===== src/rtl/game_sequencer_pkg.sv =====
// -----------------------------------------------------------------------------
// game_sequencer_pkg
//   Shared encodings and constants for the scrolling-game control path.
//   The outer/inner state encodings are the exact values the datapath decodes
//   from core_state / play_state, so they must not be renumbered.
//   Contents:
//     outer_state_t  - O_S_WAIT / O_S_PLAY / O_S_END
//     inner_state_t  - I_S_INITIALIZE .. I_S_NEXT_PIXEL
//     screen geometry (SCREEN_W, PLAY_H, SCREEN_H) and derived last-pixel
//     coordinates
//     sped_up_period - next frame period after one speed-up, clamped
// -----------------------------------------------------------------------------
package game_sequencer_pkg;

   typedef enum logic [1:0] {
      O_S_WAIT = 2'd0,
      O_S_PLAY = 2'd1,
      O_S_END  = 2'd2
   } outer_state_t;

   typedef enum logic [2:0] {
      I_S_INITIALIZE = 3'd0,
      I_S_READ_NEXT  = 3'd1,
      I_S_READ       = 3'd2,
      I_S_WRITE_HERE = 3'd3,
      I_S_NEXT_PIXEL = 3'd4
   } inner_state_t;

   localparam int SCREEN_W = 160;
   localparam int PLAY_H   = 80;
   localparam int SCREEN_H = 120;

   // Last column, last row of the full sweep, last row of the play field.
   localparam logic [7:0] X_LAST       = 8'(SCREEN_W - 1);
   localparam logic [6:0] Y_SWEEP_LAST = 7'(SCREEN_H - 1);
   localparam logic [6:0] Y_PLAY_LAST  = 7'(PLAY_H - 1);

   // Shorten the frame period by one step, never going below the floor.
   // Comparing against floor+step (instead of subtracting first) keeps the
   // unsigned arithmetic from wrapping.
   function automatic logic [31:0] sped_up_period(
      input logic [31:0] cur,
      input logic [31:0] floor_period,
      input logic [31:0] step
   );
      return (cur >= floor_period + step) ? (cur - step) : floor_period;
   endfunction

endpackage


===== src/rtl/game_sequencer_if.sv =====
// -----------------------------------------------------------------------------
// game_sequencer_if
//   Bundle between the control sequencer and the 160x120 datapath.
//   Datapath -> sequencer : out_x, out_y, sig_collision, sig_next_frame
//   Sequencer -> datapath : core_state, play_state, player_x, player_y,
//                           cycles_per_frame, score
//   Modports:
//     master - the sequencer (drives state and game variables)
//     slave  - the datapath (drives pixel position and event flags)
// -----------------------------------------------------------------------------
interface game_sequencer_if;

   logic [7:0]  out_x;
   logic [6:0]  out_y;
   logic        sig_collision;
   logic        sig_next_frame;

   logic [1:0]  core_state;
   logic [2:0]  play_state;
   logic [7:0]  player_x;
   logic [6:0]  player_y;
   logic [31:0] cycles_per_frame;
   logic [15:0] score;

   modport master (
      input  out_x, out_y, sig_collision, sig_next_frame,
      output core_state, play_state, player_x, player_y,
             cycles_per_frame, score
   );

   modport slave (
      output out_x, out_y, sig_collision, sig_next_frame,
      input  core_state, play_state, player_x, player_y,
             cycles_per_frame, score
   );

endinterface


===== src/rtl/game_sequencer_key_sync_edge.sv =====
// -----------------------------------------------------------------------------
// key_sync_edge
//   Two-flop synchroniser for an asynchronous push button followed by a
//   rising-edge detector.
//   Ports:
//     clock   in  system clock
//     resetn  in  asynchronous active-low reset
//     key_in  in  raw button, active-high, asynchronous to clock
//     level   out synchronised button level (two clocks of latency)
//     pulse   out one-cycle pulse on each rising edge of level
// -----------------------------------------------------------------------------
module key_sync_edge (
   input  logic clock,
   input  logic resetn,
   input  logic key_in,
   output logic level,
   output logic pulse
);

   logic meta_q;
   logic sync_q;
   logic prev_q;

   // NOTE: clocked state uses non-blocking assignments so every flop samples
   // the pre-edge value of its neighbour; blocking here would collapse the
   // synchroniser chain into a single flop.
   always_ff @(posedge clock or negedge resetn) begin
      if (!resetn) begin
         meta_q <= 1'b0;
         sync_q <= 1'b0;
         prev_q <= 1'b0;
      end else begin
         meta_q <= key_in;
         sync_q <= meta_q;
         prev_q <= sync_q;
      end
   end

   assign level = sync_q;
   assign pulse = sync_q & ~prev_q;

endmodule


===== src/rtl/game_sequencer.sv =====
// -----------------------------------------------------------------------------
// game_sequencer
//   Top-level control for the scrolling game. Runs the outer game FSM
//   (WAIT/PLAY/END) and the per-pixel inner sequence the datapath follows
//   while playing, and owns the player row, frame pacing and survival score.
//   Ports:
//     clock      in   system clock
//     resetn     in   asynchronous active-low reset
//     key_start  in   raw start button (asynchronous, active-high)
//     key_up     in   raw up button    (asynchronous, active-high)
//     key_down   in   raw down button  (asynchronous, active-high)
//     dp         master side of game_sequencer_if (pixel position and
//                event flags in; state, player position, frame period and
//                score out, all registered)
// -----------------------------------------------------------------------------
module game_sequencer
   import game_sequencer_pkg::*;
#(
   parameter logic [7:0]  PLAYER_X          = 8'd20,
   parameter logic [6:0]  PLAYER_Y_INIT     = 7'd36,
   parameter logic [6:0]  PLAYER_Y_MAX      = 7'd72,
   parameter logic [31:0] FRAME_CYCLES_INIT = 32'd833333,
   parameter logic [31:0] FRAME_CYCLES_MIN  = 32'd208333,
   parameter logic [31:0] SPEED_STEP        = 32'd4096,
   parameter logic [7:0]  FRAMES_PER_STEP   = 8'd64
) (
   input  logic             clock,
   input  logic             resetn,
   input  logic             key_start,
   input  logic             key_up,
   input  logic             key_down,
   game_sequencer_if.master dp
);

   // ---------------------------------------------------------------- keys
   logic start_level, start_pulse;
   logic up_level,    up_pulse;
   logic down_level,  down_pulse;

   key_sync_edge u_sync_start (
      .clock  (clock),
      .resetn (resetn),
      .key_in (key_start),
      .level  (start_level),
      .pulse  (start_pulse)
   );

   key_sync_edge u_sync_up (
      .clock  (clock),
      .resetn (resetn),
      .key_in (key_up),
      .level  (up_level),
      .pulse  (up_pulse)
   );

   key_sync_edge u_sync_down (
      .clock  (clock),
      .resetn (resetn),
      .key_in (key_down),
      .level  (down_level),
      .pulse  (down_pulse)
   );

   // Start is edge-triggered, movement is level-sampled at the frame commit;
   // the other outputs of each synchroniser are deliberately left unused.
   logic unused_key_outputs;
   assign unused_key_outputs = start_level ^ up_pulse ^ down_pulse;

   // ------------------------------------------------------ pixel decoding
   logic sweep_done;   // last pixel of the full 160x120 sweep
   logic play_last;    // last pixel of the 160x80 play field

   assign sweep_done = (dp.out_x == X_LAST) && (dp.out_y == Y_SWEEP_LAST);
   assign play_last  = (dp.out_x == X_LAST) && (dp.out_y == Y_PLAY_LAST);

   // ------------------------------------------------------------ registers
   outer_state_t core_q,    core_d;
   inner_state_t play_q,    play_d;
   logic [7:0]   player_x_q;
   logic [6:0]   player_y_q, player_y_d;
   logic [31:0]  cpf_q,     cpf_d;
   logic [15:0]  score_q,   score_d;
   logic [7:0]   frame_ctr_q, frame_ctr_d;

   always_ff @(posedge clock or negedge resetn) begin
      if (!resetn) begin
         core_q      <= O_S_WAIT;
         play_q      <= I_S_INITIALIZE;
         player_x_q  <= PLAYER_X;
         player_y_q  <= PLAYER_Y_INIT;
         cpf_q       <= FRAME_CYCLES_INIT;
         score_q     <= '0;
         frame_ctr_q <= '0;
      end else begin
         core_q      <= core_d;
         play_q      <= play_d;
         player_x_q  <= PLAYER_X;
         player_y_q  <= player_y_d;
         cpf_q       <= cpf_d;
         score_q     <= score_d;
         frame_ctr_q <= frame_ctr_d;
      end
   end

   // ------------------------------------------------------ next-state logic
   logic move_up, move_down;

   assign move_up   = up_level & ~down_level;
   assign move_down = down_level & ~up_level;

   always_comb begin
      // NOTE: every signal assigned below gets its hold value first, so no
      // path through the case statements can leave one unassigned and infer
      // a latch.
      core_d      = core_q;
      play_d      = play_q;
      player_y_d  = player_y_q;
      cpf_d       = cpf_q;
      score_d     = score_q;
      frame_ctr_d = frame_ctr_q;

      case (core_q)
         O_S_WAIT: begin
            play_d = I_S_INITIALIZE;
            // A start press that misses the end of the sweep is dropped;
            // the player must press again.
            if (start_pulse && sweep_done) begin
               core_d      = O_S_PLAY;
               score_d     = '0;
               frame_ctr_d = '0;
               cpf_d       = FRAME_CYCLES_INIT;
               player_y_d  = PLAYER_Y_INIT;
            end
         end

         O_S_PLAY: begin
            // Collision outranks everything, including a frame commit in
            // the same cycle.
            if (dp.sig_collision) begin
               core_d = O_S_END;
               play_d = I_S_INITIALIZE;
            end else begin
               case (play_q)
                  I_S_INITIALIZE: play_d = I_S_READ_NEXT;
                  I_S_READ_NEXT:  play_d = I_S_READ;
                  I_S_READ:       play_d = I_S_WRITE_HERE;
                  I_S_WRITE_HERE: play_d = I_S_NEXT_PIXEL;
                  I_S_NEXT_PIXEL: begin
                     if (!play_last) begin
                        play_d = I_S_READ_NEXT;
                     end else if (dp.sig_next_frame) begin
                        // Frame commit: the only place score, player row
                        // and pacing change during play.
                        play_d = I_S_INITIALIZE;

                        if (score_q != 16'hFFFF) begin
                           score_d = score_q + 16'd1;
                        end

                        if (move_up && (player_y_q != 7'd0)) begin
                           player_y_d = player_y_q - 7'd1;
                        end else if (move_down && (player_y_q < PLAYER_Y_MAX)) begin
                           player_y_d = player_y_q + 7'd1;
                        end

                        if (frame_ctr_q == FRAMES_PER_STEP - 8'd1) begin
                           frame_ctr_d = '0;
                           cpf_d       = sped_up_period(cpf_q, FRAME_CYCLES_MIN,
                                                        SPEED_STEP);
                        end else begin
                           frame_ctr_d = frame_ctr_q + 8'd1;
                        end
                     end
                  end
                  default: play_d = I_S_INITIALIZE;
               endcase
            end
         end

         O_S_END: begin
            play_d = I_S_INITIALIZE;
            if (start_pulse) begin
               core_d = O_S_WAIT;
            end
         end

         default: begin
            core_d = O_S_WAIT;
            play_d = I_S_INITIALIZE;
         end
      endcase
   end

   // ------------------------------------------------------------- outputs
   assign dp.core_state       = core_q;
   assign dp.play_state       = play_q;
   assign dp.player_x         = player_x_q;
   assign dp.player_y         = player_y_q;
   assign dp.cycles_per_frame = cpf_q;
   assign dp.score            = score_q;

endmodule


===== src/flat_wrapper.sv =====
// flat-port wrapper written by rule: the top's interface ports become plain ports
module game_sequencer_flat import game_sequencer_pkg::*;
#(
   parameter logic [7:0]  PLAYER_X          = 8'd20,
   parameter logic [6:0]  PLAYER_Y_INIT     = 7'd36,
   parameter logic [6:0]  PLAYER_Y_MAX      = 7'd72,
   parameter logic [31:0] FRAME_CYCLES_INIT = 32'd833333,
   parameter logic [31:0] FRAME_CYCLES_MIN  = 32'd208333,
   parameter logic [31:0] SPEED_STEP        = 32'd4096,
   parameter logic [7:0]  FRAMES_PER_STEP   = 8'd64
)
  (clock, resetn, key_start, key_up, key_down, dp_out_x, dp_out_y, dp_sig_collision, dp_sig_next_frame, dp_core_state, dp_play_state, dp_player_x, dp_player_y, dp_cycles_per_frame, dp_score);
  game_sequencer_if dp_i ();
  input  logic clock;
  input  logic resetn;
  input  logic key_start;
  input  logic key_up;
  input  logic key_down;
  input wire logic [$bits(dp_i.out_x)-1:0] dp_out_x;
  input wire logic [$bits(dp_i.out_y)-1:0] dp_out_y;
  input wire logic [$bits(dp_i.sig_collision)-1:0] dp_sig_collision;
  input wire logic [$bits(dp_i.sig_next_frame)-1:0] dp_sig_next_frame;
  output wire logic [$bits(dp_i.core_state)-1:0] dp_core_state;
  output wire logic [$bits(dp_i.play_state)-1:0] dp_play_state;
  output wire logic [$bits(dp_i.player_x)-1:0] dp_player_x;
  output wire logic [$bits(dp_i.player_y)-1:0] dp_player_y;
  output wire logic [$bits(dp_i.cycles_per_frame)-1:0] dp_cycles_per_frame;
  output wire logic [$bits(dp_i.score)-1:0] dp_score;
  assign dp_i.out_x = dp_out_x;
  assign dp_i.out_y = dp_out_y;
  assign dp_i.sig_collision = dp_sig_collision;
  assign dp_i.sig_next_frame = dp_sig_next_frame;
  assign dp_core_state = dp_i.core_state;
  assign dp_play_state = dp_i.play_state;
  assign dp_player_x = dp_i.player_x;
  assign dp_player_y = dp_i.player_y;
  assign dp_cycles_per_frame = dp_i.cycles_per_frame;
  assign dp_score = dp_i.score;
  game_sequencer #(.PLAYER_X(PLAYER_X), .PLAYER_Y_INIT(PLAYER_Y_INIT), .PLAYER_Y_MAX(PLAYER_Y_MAX), .FRAME_CYCLES_INIT(FRAME_CYCLES_INIT), .FRAME_CYCLES_MIN(FRAME_CYCLES_MIN), .SPEED_STEP(SPEED_STEP), .FRAMES_PER_STEP(FRAMES_PER_STEP)) u_core (.clock(clock), .resetn(resetn), .key_start(key_start), .key_up(key_up), .key_down(key_down), .dp(dp_i));
endmodule

===== config.mk =====
export PLATFORM = sky130hd
export DESIGN_NAME = game_sequencer_flat
export DESIGN_NICKNAME = d
export VERILOG_FILES = /design/src/rtl/game_sequencer_pkg.sv /design/src/rtl/game_sequencer_if.sv /design/src/rtl/game_sequencer_key_sync_edge.sv /design/src/rtl/game_sequencer.sv /design/src/flat_wrapper.sv
export SDC_FILE = /design/constraint.sdc
export NUM_CORES = 1
export LEC_CHECK = 0
export ABC_AREA = 1
export ABC_CLOCK_PERIOD_IN_PS = 4930
export CAP_MARGIN = 5
export CORE_ASPECT_RATIO = 0.9
export CORE_MARGIN = 10
export CORE_UTILIZATION = 55
export CTS_CLUSTER_DIAMETER = 40
export DETAILED_ROUTE_END_ITERATION = 8
export MAX_ROUTING_LAYER = met4
export PLACE_DENSITY = 0.92
export SLEW_MARGIN = 10
export SYNTH_ARGS = -nofsm -noshare
export SYNTH_HDL_FRONTEND = slang
export SYNTH_SLANG_ARGS = --single-unit

===== constraint.sdc =====
create_clock -name clock -period 4.93 [get_ports clock]
set_clock_uncertainty 0.2 [all_clocks]
set_input_delay 0.986 -clock clock [delete_from_list [all_inputs] [get_ports clock]]
set_output_delay 0.986 -clock clock [all_outputs]
set_load 0.01 [all_outputs]

==> out/results.ini, run 1 <==
[synth]
combinational_family_with_the_most_area_after_synthesis=simple AND/OR/NAND/NOR gates
synth_compound_area_share_pct=8.73
post_synth_instance_area_um2=4600
synth_simple_gate_area_share_pct=38.7
synth.ff_latch_count=66
seq_area_frac_synth_pct=36.2
synth_edf_count=0
asyncSetResetFlopFracSynth_pct=100
post_synth_xor_area_fraction_pct=2.48
ys_top_cells_by_area=sky130_fd_sc_hd__dfrtp_1, sky130_fd_sc_hd__nand2_1, sky130_fd_sc_hd__nor2_1
synth-warning-count=0
yosysUniqueCellTypes=41
synthCells=651
netlist.top_cell.by_area=sky130_fd_sc_hd__dfrtp_1
ys.flop_type=sky130_fd_sc_hd__dfrtp_1
post_synth.cell_area_avg_um2=7.06
synth-adder-area-share_pct=2.88
synthDominantCellAreaShare_pct=31.0
synth.area.mux_share_pct=0

[floorplan]
dieWidth_um=116
die_area_um2=12400
fp.coreArea_um2=8110
vertical_die_dimension_um=107
std_cell_rows=31
num_io_pins=90
initial_core_util_pct=56.7

[global_routing]
groute.layer.met2.usage_pct=33.6
grt_busiest_layer=met2
globalRouteOverflowTotal=0
grt_start_max_net_pins=35
grt_antenna_before_repair=0
via_count_of_the_first_global_routing_pass=4380
grt_use_met3_pct=3.18
grt_first_pass_wirelength_um=20200
grt_use_total_pct=20.2
global_route.usage.met1_pct=24.3

[worst_hold_path]
min_path_cells=0
timing.hold.worst.class=flop to flop

[pwr]
power.density_nw_per_um2=242
peakVddDrop_v=0.000155
p_total_w=0.00134
power.leakage_nw=2.66

[worst_setup_path]
library_cell_appearing_most_often_on_the_critical_path=sky130_fd_sc_hd__nand2_1
critical_path.max_fanout=32
worstPathArrival_ns=3.10
cpMaxStageDelayCell=sky130_fd_sc_hd__clkdlybuf4s50_1
worstSetupEndpointType=flop
crit_type=primary input to flop
timing.reg2reg.setup_slack_ns=2.28
worst_ep_required_time_ns=5.02
path_buf_inv=2
setup.worst_path.start_class=primary input
dominant_delay_contributor_by_cell_family_on_the_critical_path=buffers and inverters
rr_worst_depth=12
max_stage_delay_ns=0.52
crit_chain=clkdlybuf4s50_1 > nand2_1 > a21oi_4 > nand4_4 > inv_1 > nand2_1 > nand2_1
crit_cells=7

[timing]
post-route-period-util_pct=61.2
slew_headroom_pct=49.4
setup_viol_count_final=0
fmaxAchievable_mhz=332
setup-tns-final_ns=0
min_period_ns=3.02
hold_violations=0
hold_ws_ns=0.153
layout_setup_ws_ns=1.91
number_of_pins_exceeding_their_max_slew_limit_in_the_final_report=0
slew_worst_pin_ns=0.759
rsz0062_at_grt=false

[drt]
number_of_antenna_violating_nets_in_the_routed_design=0
detail_route.drc_violations=0
via_count=4560
dr.first_iter.drc_count=314
drt_pass1_iterations=5
totalWireLength_um=12000
drt-vias-per-instance=5.54
wire_per_inst_um=14.6

[placed_design]
placed_cell_area_um2=5310
io_buffer_count=80
dp_hpwl_um=8850
gp_routability_congestion=0.952
preCtsSetupSlack_ns=1.60

[cells_and_area]
final_layout_net_count=751
n_fill_cell=641
sequential_cell_area_um2=1660
layout.cell_area.non_filler_um2=5560
drive_above_1_share_pct=9.81
multiInputGateArea_um2=2460
num_antenna_cells=0
flow.area_growth_from_synthesis_pct=21.0

[clocking]
cts_post_setup_buffers_inserted=0
numClockSinks=66
cts_max_path_buffers=2
worst_skew_pair.late_latency_ns=0.34
clockRootBuffer=sky130_fd_sc_hd__clkbuf_8
clkSlewWorstSetupHoldPaths_ns=0.07
cts_htree_levels=3
tritoncts_clock_tree=done
cts_inserted_buffers=9
post_cts_resize_count=0
cts_hold_repair.buffers=0

[run_status]
run_status=finished clean

[flow_run]
drv.max_cap_violation_count=0

==> layout by cell type (no fill, tap or decap), drive strengths merged, types with 9 or more instances in the layout <==
cell type and count:
a21oi 14, clkbuf 11, clkdlybuf4s50 79, conb 9, dfrtp 57, dfstp 9, ha 9, inv 69
nand2 200, nand3 57, nand4 26, nor2 98, o21ai 36, xor2 9
==> flip-flops by register name, indices dropped and copies added (netlist names) <==
| register | count |
|---|---|
| u_core.dp.cycles_per_frame | 23 |
| u_core.dp.score | 16 |
| u_core.frame_ctr_q | 8 |
| u_core.dp.player_y | 7 |
| u_core.dp.play_state | 3 |
| u_core.dp.core_state | 2 |
| u_core.u_sync_down.level | 1 |
| u_core.u_sync_down.meta_q | 1 |
| u_core.u_sync_start.level | 1 |
| u_core.u_sync_start.meta_q | 1 |
| u_core.u_sync_start.prev_q | 1 |
| u_core.u_sync_up.level | 1 |
| u_core.u_sync_up.meta_q | 1 |
==> worst reg2reg max path, cell delays in order (launching register included) <==
cell and delay [ns]:
sky130_fd_sc_hd__dfstp_2 0.58, sky130_fd_sc_hd__nor2_1 0.06, sky130_fd_sc_hd__nand2_1 0.07, sky130_fd_sc_hd__nor2_1 0.06
sky130_fd_sc_hd__nor2_1 0.44, sky130_fd_sc_hd__ha_1 0.39, sky130_fd_sc_hd__a21oi_1 0.19, sky130_fd_sc_hd__o21ai_0 0.09
sky130_fd_sc_hd__nor2_1 0.13, sky130_fd_sc_hd__inv_1 0.06, sky130_fd_sc_hd__nand2_1 0.07, sky130_fd_sc_hd__nand2_1 0.06
sky130_fd_sc_hd__o21ai_0 0.17
==> logic make-up after synthesis <==
family	count (synthesis)
AO/OA/AOI/OAI	60
XOR/XNOR	13
adder cells (fa/ha/maj)	10
buffers and inverters	100
flip-flops	66
other	2
AND/OR/NAND/NOR	400
==> per-layer routing <==
layer	up-vias	wire, um
met5	-	0
li1	2196	-
met2	195	5990
met4	0	167
met3	18	808
met1	2151	5020
==> metrics by stage <==
stage / utilization (%) / std cells
finish: 68.6 / 823
global route: 68.6 / 823
CTS: 68.6 / 823
detailed placement: 65.5 / 807
global placement: 65.5 / 807
floorplan: - / 658
==> layout make-up <==
cell class	count	area share [%]
clock buffers	11	2.72
repair buffers	81	14.4
clock inverters	5	1.80
well taps	99	2.23
flip-flops and latches	66	29.9
inverters	69	4.70
multi-input cells	492	44.2
==> Yosys cell counts, types with 4 or more instances <==
cell type and instances:
sky130_fd_sc_hd__nor2_1 91, sky130_fd_sc_hd__or2_2 4, sky130_fd_sc_hd__xor2_1 9, sky130_fd_sc_hd__buf_2 6, sky130_fd_sc_hd__o21ai_2 17, sky130_fd_sc_hd__a21o_1 5, sky130_fd_sc_hd__xnor2_1 4, sky130_fd_sc_hd__ha_1 9
sky130_fd_sc_hd__buf_4 17, sky130_fd_sc_hd__dfstp_2 9, sky130_fd_sc_hd__nor3_1 7, sky130_fd_sc_hd__nand3_1 55, sky130_fd_sc_hd__buf_6 7, sky130_fd_sc_hd__o21ai_0 17, sky130_fd_sc_hd__nand2_1 194, sky130_fd_sc_hd__inv_1 65
sky130_fd_sc_hd__a21oi_1 13, sky130_fd_sc_hd__nand4_1 23, sky130_fd_sc_hd__nand2_2 4, sky130_fd_sc_hd__dfrtp_1 57, sky130_fd_sc_hd__nor2_2 4, sky130_fd_sc_hd__nand3b_1 4
==> power by group <==
part / internal, W / switching [W] / leakage (nW)
Sequential: 0.000563 / 0.0000200 / 0.864
Clock: 0.000362 / 0.000211 / 0.129
Combinational: 0.0000771 / 0.000111 / 1.66
==> path summary, 6_finish.rpt <==
| check | from | endpoint |
|---|---|---|
| max | dp_sig_next_frame | u_core.dp.cycles_per_frame[18] |
| min | u_core.u_sync_down.meta_q | u_core.u_sync_down.level |
| max reg2reg | u_core.dp.player_y[5] | u_core.dp.player_y[6] |
| min reg2reg | u_core.u_sync_down.meta_q | u_core.u_sync_down.level |
| max in group asynchronous | resetn | u_core.dp.cycles_per_frame[19] |
| min in group asynchronous | resetn | u_core.dp.cycles_per_frame[26] |
No activity file was read; power rests on OpenSTA's default activity.
==> inputs of run 2 (changes only) <==
- ABC_CLOCK_PERIOD_IN_PS: 4930 -> 2600
- CORE_UTILIZATION: 55 -> 48
- PLACE_DENSITY: 0.92 -> 0.86
- clock period: 4.93 -> 2.6 ns (I/O delays scaled with it)
==> out/results.ini, run 2 (synthesis gave the netlist of run 1 again) <==
[worst_setup_path]
crit_chain=nor2_1 > nand2_1 > nor2_2 > nor2_4 > ha_1 > a21oi_1 > o21ai_0 > nor2_1 > inv_1 > nand2_1 > nand2_1 > o21ai_0  ; was clkdlybuf4s50_1 > nand2_1 > a21oi_4 > nand4_4 > inv_1 > nand2_1 > nand2_1
critical_path.max_fanout=8  ; was 32
worstSetupEndpointType=flop  ; unchanged
library_cell_appearing_most_often_on_the_critical_path=sky130_fd_sc_hd__nand2_1  ; unchanged
rr_worst_depth=12  ; unchanged
r2r_end=u_core.dp.player_y[6]  ; unchanged
worstPathArrival_ns=2.51  ; was 3.10 ns
dominant_delay_contributor_by_cell_family_on_the_critical_path=simple AND/OR/NAND/NOR gates  ; was buffers and inverters
worstReg2RegStart=u_core.dp.player_y[2]  ; was u_core.dp.player_y[5]
cpMaxStageDelayCell=sky130_fd_sc_hd__dfstp_2  ; was sky130_fd_sc_hd__clkdlybuf4s50_1
worst_ep_required_time_ns=2.67  ; was 5.02 ns
path_buf_inv=1  ; was 2
timing.reg2reg.setup_slack_ns=0.16  ; was 2.28 ns
setup.worst_path.start_class=flop  ; was primary input
crit_type=flop to flop  ; was primary input to flop
max_stage_delay_ns=0.59  ; was 0.52 ns

[clocking]
cts_post_setup_buffers_inserted=0  ; unchanged
worst_skew_pair.late_latency_ns=0.35  ; was 0.34 ns
tritoncts_clock_tree=done  ; unchanged
clockRootBuffer=sky130_fd_sc_hd__clkbuf_8  ; unchanged
cts_htree_levels=3  ; unchanged
clkSlewWorstSetupHoldPaths_ns=0.08  ; was 0.07 ns
cts_inserted_buffers=9  ; unchanged
cts_max_path_buffers=2  ; unchanged
numClockSinks=66  ; unchanged

[placed_design]
placed_cell_area_um2=5390  ; was 5310 um^2
dp_hpwl_um=9100  ; was 8850 um
io_buffer_count=80  ; unchanged
gp_routability_congestion=0.940  ; was 0.952

[floorplan]
num_io_pins=90  ; unchanged
initial_core_util_pct=49.7  ; was 56.7%
fp.coreArea_um2=9250  ; was 8110 um^2
std_cell_rows=33  ; was 31
dieWidth_um=123  ; was 116 um
vertical_die_dimension_um=113  ; was 107 um
die_area_um2=13900  ; was 12400 um^2

[cells_and_area]
layout.cell_area.non_filler_um2=5630  ; was 5560 um^2
flow.area_growth_from_synthesis_pct=22.4  ; was 21.0%
drive_above_1_share_pct=10.7  ; was 9.81%
mostFrequentLayoutCells=sky130_fd_sc_hd__nand2_1, sky130_fd_sc_hd__nor2_1, sky130_fd_sc_hd__clkdlybuf4s50_1, sky130_fd_sc_hd__inv_1, sky130_fd_sc_hd__dfrtp_1  ; unchanged
largest_reg_flops=23  ; unchanged
final_common_cell=sky130_fd_sc_hd__nand2_1  ; unchanged
final_layout_net_count=757  ; was 751
n_fill_cell=842  ; was 641
num_antenna_cells=0  ; unchanged

[timing]
min_period_ns=2.44
post-route-period-util_pct=93.9
setup_viol_count_final=0  ; unchanged
fmaxAchievable_mhz=410
number_of_pins_exceeding_their_max_slew_limit_in_the_final_report=0  ; unchanged
setup-tns-final_ns=0  ; unchanged
hold_violations=0  ; unchanged

[worst_hold_path]
timing.hold.worst.class=flop to flop  ; unchanged
min_path_cells=0  ; unchanged
hold_path.startpoint=u_core.u_sync_up.meta_q  ; was u_core.u_sync_down.meta_q
holdPathEnd=u_core.u_sync_up.level  ; was u_core.u_sync_down.level

[pwr]
power.density_nw_per_um2=433  ; was 242 nW/um^2
peakVddDrop_v=0.000241  ; was 0.000155 V
power.leakage_nw=2.66  ; about the same

[flow_run]
drv.max_cap_violation_count=0  ; unchanged

[global_routing]
grt_start_max_net_pins=48  ; was 35
globalRouteOverflowTotal=0  ; unchanged
grt_first_pass_wirelength_um=19900  ; was 20200 um
grt_use_total_pct=17.5  ; was 20.2%
via_count_of_the_first_global_routing_pass=4246  ; was 4380
grt_antenna_before_repair=0  ; unchanged

[drt]
detail_route.drc_violations=0  ; unchanged
drt-vias-per-instance=5.37  ; was 5.54
number_of_antenna_violating_nets_in_the_routed_design=0  ; unchanged
dr.first_iter.drc_count=352  ; was 314
totalWireLength_um=12100  ; was 12000 um
drt_pass1_iterations=5  ; unchanged
via_count=4572  ; was 4560
wire_per_inst_um=14.2  ; was 14.6 um

[run_status]
run_status=finished clean  ; unchanged

[run 2: final cells by class]
| class | instances | area [um^2] | share of cell area, % |
|---|---|---|---|
| clock buffers | 9 | 124 | 2.20 |
| well taps | 122 | 153 | 2.71 |
| repair buffers | 87 | 863 | 15.3 |
| flip-flops and latches | 66 | 1660 | 29.5 |
| inverters | 69 | 262 | 4.65 |
| multi-input cells | 492 | 2470 | 43.9 |
| clock inverters | 7 | 93.8 | 1.67 |
[run 2: repair_timing]
| action | in CTS | in global routing |
|---|---|---|
| resized for setup | 1 | 2 |
| hold endpoints to repair | 19 | 0 |
| hold buffers | 1 | 0 |
| setup endpoints to repair | 1 | 1 |
| gates cloned | 0 | 0 |
[run 2: worst max-delay path by stage]
stage                               start                     to  slack, ns  depth (start not counted)
finish              u_core.dp.player_y[2]  u_core.dp.player_y[6]       0.16                         12
global route        u_core.dp.player_y[5]  u_core.dp.player_y[6]     -0.003                         12
CTS                 u_core.dp.player_y[5]  u_core.dp.player_y[6]       0.09                         12
detailed placement  u_core.dp.player_y[5]  u_core.dp.player_y[6]      -0.06                         12
global placement    u_core.dp.player_y[5]  u_core.dp.player_y[6]        0.1                         12
floorplan           u_core.dp.player_y[5]  u_core.dp.player_y[6]       0.30                         12
[run 2: layer usage]
layer / vias to the layer above / GRT usage (%) / part of all wire, %
li1: 2220 / - / -
met2: 178 / 28.2 / 48
met3: 20 / 3.33 / 7.7
met5: - / - / 0
met4: 0 / 6.44 / 1.7
met1: 2154 / 21.3 / 42
[run 2: power by group]
part	internal, W	switching [W]	total [W]	leakage (nW)
Clock	0.000538	0.000426	0.000963	0.105
Sequential	0.00107	0.0000382	0.00111	0.864
Combinational	0.000151	0.000214	0.000365	1.69
[run 2: per-stage QoR]
step	setup WS, ns	total power (W)	cells	utilization (%)	hold WS, ns
2_1_floorplan	0.298	0.00133	658	-	0.0244
3_3_place_gp	0.0964	0.00146	835	58.3	0.133
3_5_place_dp	-0.0576	0.00148	835	58.3	0.136
4_1_cts	0.0927	0.00243	852	60.8	0.155
5_1_grt	-0.00267	0.00253	852	60.8	0.164
6_report	0.159	0.00243	852	60.8	0.153
[run 2: worst reg2reg max path, cell delays in order (launching register included)]
cell                      delay (ns)
sky130_fd_sc_hd__dfstp_2        0.59
sky130_fd_sc_hd__nor2_1         0.06
sky130_fd_sc_hd__nand2_1        0.08
sky130_fd_sc_hd__nor2_2         0.05
sky130_fd_sc_hd__nor2_4         0.20
sky130_fd_sc_hd__ha_1           0.33
sky130_fd_sc_hd__a21oi_1        0.24
sky130_fd_sc_hd__o21ai_0        0.13
sky130_fd_sc_hd__nor2_1         0.17
sky130_fd_sc_hd__inv_1          0.07
sky130_fd_sc_hd__nand2_1        0.06
sky130_fd_sc_hd__nand2_1        0.04
sky130_fd_sc_hd__o21ai_0        0.14
==> inputs of run 3 (changes only) <==
- SLEW_MARGIN: 10 -> 20
==> results of run 3 <==
No change in the layout: final DEF, timing and power equal those of run 2.
